--- src/rtl/piso_shift.sv ---
// Parallel-in serial-out converter: takes one WIDTH-bit word per valid/ready
// handshake and emits it one bit per clock, streaming back-to-back words seamlessly.
module piso_shift #(
  parameter int WIDTH     = 4,
  parameter bit MSB_FIRST = 1'b1
) (
  input  logic             clk,
  input  logic             rst_n,
  input  logic [WIDTH-1:0] d,
  input  logic             load_valid,
  output logic             load_ready,
  output logic             sout,
  output logic             sout_valid,
  output logic             busy,
  output logic             done
);

  localparam int              CW       = $clog2(WIDTH);
  localparam logic [CW-1:0]   CNT_LAST = CW'(WIDTH - 1);
  localparam logic [0:0]      ST_IDLE  = 1'b0;
  localparam logic [0:0]      ST_SHIFT = 1'b1;

  logic [0:0]       state_q, state_d;
  logic [WIDTH-1:0] shreg_q, shreg_d;
  logic [CW-1:0]    cnt_q, cnt_d;
  logic [WIDTH-1:0] shreg_shifted;
  logic             out_bit;
  logic             in_shift;
  logic             last_bit;
  logic             fire;

  // Bit order only changes which end of shreg drains and which way it moves.
  generate
    if (MSB_FIRST) begin : g_msb_first
      assign shreg_shifted = {shreg_q[WIDTH-2:0], 1'b0};
      assign out_bit       = shreg_q[WIDTH-1];
    end else begin : g_lsb_first
      assign shreg_shifted = {1'b0, shreg_q[WIDTH-1:1]};
      assign out_bit       = shreg_q[0];
    end
  endgenerate

  assign in_shift   = (state_q == ST_SHIFT);
  assign last_bit   = in_shift && (cnt_q == CNT_LAST);
  assign load_ready = (state_q == ST_IDLE) || last_bit;
  assign fire       = load_valid && load_ready;

  assign sout       = in_shift && out_bit;
  assign sout_valid = in_shift;
  assign busy       = in_shift;
  assign done       = last_bit;

  always_comb begin
    state_d = state_q;
    shreg_d = shreg_q;
    cnt_d   = cnt_q;
    case (state_q)
      ST_IDLE: begin
        if (fire) begin
          shreg_d = d;
          cnt_d   = '0;
          state_d = ST_SHIFT;
        end
      end
      default: begin
        if (last_bit) begin
          cnt_d = '0;
          // A word accepted on the last bit keeps the stream gap-free.
          if (fire) begin
            shreg_d = d;
          end else begin
            shreg_d = shreg_shifted;
            state_d = ST_IDLE;
          end
        end else begin
          shreg_d = shreg_shifted;
          cnt_d   = cnt_q + CW'(1);
        end
      end
    endcase
  end

  always_ff @(posedge clk or negedge rst_n) begin
    if (!rst_n) begin
      state_q <= ST_IDLE;
      shreg_q <= '0;
      cnt_q   <= '0;
    end else begin
      state_q <= state_d;
      shreg_q <= shreg_d;
      cnt_q   <= cnt_d;
    end
  end

endmodule

--- config.mk ---
export PLATFORM = sky130hd
export DESIGN_NAME = piso_shift
export DESIGN_NICKNAME = d
export VERILOG_FILES = /design/src/rtl/piso_shift.sv
export SDC_FILE = /design/constraint.sdc
export NUM_CORES = 1
export LEC_CHECK = 0
export BUFFER_PORTS_ARGS = -buffer_cell sky130_fd_sc_hd__buf_2
export CORE_AREA = 5 5 42 44
export CTS_BUF_LIST = sky130_fd_sc_hd__clkbuf_16
export CTS_CLUSTER_DIAMETER = 60
export DETAILED_ROUTE_END_ITERATION = 10
export DIE_AREA = 0 0 47 49
export SLEW_MARGIN = 20
export SYNTH_ARGS = -nofsm -noshare
export SYNTH_HDL_FRONTEND = slang
export SYNTH_SLANG_ARGS = --single-unit
--- constraint.sdc ---
create_clock -name clk -period 1.4 [get_ports clk]
set_clock_uncertainty 0.05 [all_clocks]
set_input_delay 0.28 -clock clk [delete_from_list [all_inputs] [get_ports clk]]
set_output_delay 0.28 -clock clk [all_outputs]
set_load 0.02 [all_outputs]
==> impl_metrics.json <==
{
  "worst-r2r-cell-count": 5,
  "grt_max_degree": 13,
  "rows": 14,
  "postRouteAntennaNets": 0,
  "syn_nets": 45,
  "globalplace.congestion": 0.6449,
  "violations": "setup timing",
  "nFillCells": 147,
  "grt_pass1_vias": 321,
  "syn2layout_area_growth_pct": 55.67,
  "fp.dieW_microns": 47,
  "drcViolationCount": 0,
  "antenna_cells": 0,
  "cts_max_path_buffers": 2,
  "antenna_found_initial": 0,
  "initialDrtViolationCount": 2,
  "layout_commonest_cell": "buf_2",
  "vdd_ir_drop_max_uv": 1066,
  "overflow": 0,
  "vias": 324,
  "hold_path.class": "input port to flop",
  "initial_utilization_pct": 26.79,
  "final_nets": 64,
  "fin_area_sq_um": 584.3,
  "wl_per_cell_microns": 12.62,
  "layout_common_cells": "buf_2 (9), dfrtp_1 (6), mux2i_1 (5), buf_4 (5)",
  "dpl_cell_area_sq_um": 441.7,
  "crit_chain": "ha_2 -> nand2b_4 -> buf_6",
  "wirelength_microns": 896,
  "startpoint": "cnt_q[1]",
  "endpoint": "load_ready",
  "worst_ep_required_time_ns": 1.07,
  "min_path_cells": 3,
  "clk_latency_ns": 0.23,
  "netlist_instances": 37,
  "cp-end-kind": "output port",
  "yosysSeqAreaShare_pct": 46.67,
  "reg2reg_setup_slack_ns": 0.14,
  "fin_ws_ns": -0.03490,
  "r2r_start": "cnt_q[1]",
  "status": "complete, but fails checks",
  "power.density_nw_per_um2": 2369,
  "cp_max_fo": 3,
  "final_core_util_pct": 41.70,
  "cap_viol_max_count": 0,
  "core_area_sq_um": 1401,
  "dp_hpwl_microns": 584.9,
  "finalHoldViolCount": 0,
  "clock_sink_count": 7,
  "start_kind": "flop",
  "period_share_pct": 102.5,
  "dr.pass1.iters": 2,
  "worst_pin_slew_ns": 0.2373,
  "root_buffer": "clkbuf_16",
  "slowest_delay_ns": 0.39,
  "slew_violations": 0,
  "power_leakage_uw": 0.0002954,
  "slowest_stage": "dfrtp_1",
  "worstPathArrival_ns": 1.10,
  "clock.fmax_mhz": 696.9,
  "relSlewSlack_pct": 84.18,
  "htreeDepth": 1,
  "dieHeight_microns": 49,
  "final_cells": 71,
  "drive_above_1_share_pct": 43.64,
  "worst-setup-path-type": "flop to output port",
  "ys_types": 16,
  "port_buffers": 11,
  "syn-cell-area_sq_um": 375.4,
  "r2r-end": "shreg_q[3]",
  "pre_cts_ws_ns": 0.1211,
  "syn_area_per_cell_sq_um": 10.14,
  "io_pins": 12,
  "dp_cells": 63,
  "vias_per_cell": 4.563,
  "grt_pass1_wl_microns": 1476,
  "finalSetupViolCount": 2,
  "cts.clk_slew.worst_paths_ns": 0.03,
  "total_power_uw": 1384,
  "cts_buffers": 3,
  "finalCriticalPeriod_ns": 1.435,
  "grt_use_total_pct": 9.362,
  "synth-seq-cells": 7,
  "cts_tree": "built",
  "dieArea_sq_um": 2303,
  "yosys_warnings": 0,
  "rsz0062_at_grt": "true"
}
cell usage after synthesis:
cell,count,area (sq um)
nand2_1,2,7.510
inv_1,1,3.750
o21ai_1,3,15.01
nand3_1,1,5.000
ha_1,1,12.51
buf_6,1,11.26
nand2b_1,3,18.77
buf_4,1,7.510
buf_2,1,5.000
mux2i_1,5,50.05
and2_1,2,12.51
o21ai_0,2,10.01
and3_1,3,18.77
dfrtp_1,7,175.2
a31oi_1,3,18.77
nor2_1,1,3.750
worst max-delay path, delay by kind of cell (launching register included):
family / cells / cell delay [ns]
flops: 1 / 0.39
fa+ha+maj: 1 / 0.20
simple gates: 1 / 0.16
buf+inv: 1 / 0.13
power breakdown:
| group | leakage (uW) | internal [uW] | total (uW) | switching [uW] |
|---|---|---|---|---|
| clock network | 0.0000423 | 371 | 472 | 101 |
| registers | 0.0000863 | 286 | 354 | 67.8 |
| logic | 0.000167 | 299 | 559 | 260 |
| total | 0.000295 | 955 | 1380 | 429 |
routing by layer:
layer  GRT usage (%)  up-vias  wire length [microns]
met2           12.44        7                    451
li1                -      164                      -
met4           6.912        0                     12
met1           11.01      151                    383
met3           4.797        2                     48
met5               0        -                      0
flip-flops by register name, summed over array words and instances, names as in the netlist:
name and flops:
busy 1, shreg_q 4, cnt_q 2
worst min path at each step:
stage / end / slack, ns / start
floorplan: busy / -0.07 / rst_n
global placement: busy / 0.07 / rst_n
detailed placement: busy / 0.07 / rst_n
CTS: shreg_q[0] / 0.28 / d[0]
global route: shreg_q[0] / 0.30 / d[0]
finish: shreg_q[0] / 0.28 / d[0]
cell families after synthesis:
group,after synthesis,synth area share [%]
AOI/OAI and AO/OA,8,11.67
adders and majority gates,1,3.333
buffers and inverters,4,7.332
DFF,7,46.67
muxes,5,13.33
and+or+nand+nor,12,17.67
layout make-up:
class / instances / area [sq um] / share of cell area (%)
Clock buffer: 3 / 75.07 / 12.85
Clock inverter: 1 / 3.754 / 0.6424
Timing Repair Buffer: 17 / 115.1 / 19.70
Tap cell: 16 / 20.02 / 3.426
Multi-Input combinational cell: 26 / 190.2 / 32.55
Sequential cell: 7 / 176.4 / 30.19
Inverter: 1 / 3.754 / 0.6424
metrics by stage:
stage / TNS, ns / hold WS, ns
after floorplan: 0 / -0.06559
after global placement: 0 / 0.07252
after detailed placement: 0 / 0.07394
after CTS: -0.007252 / 0.2821
after global routing: -0.1169 / 0.2968
final: -0.05727 / 0.2838
repair_timing:
action	CTS	global route
buffers inserted	2	2
endpoints found under the setup margin	2	5
pin swaps	1	1
gates resized for setup	8	1
endpoints found under the hold margin	7	0
hold buffers	1	0
Power figures use the tool's default switching activity.
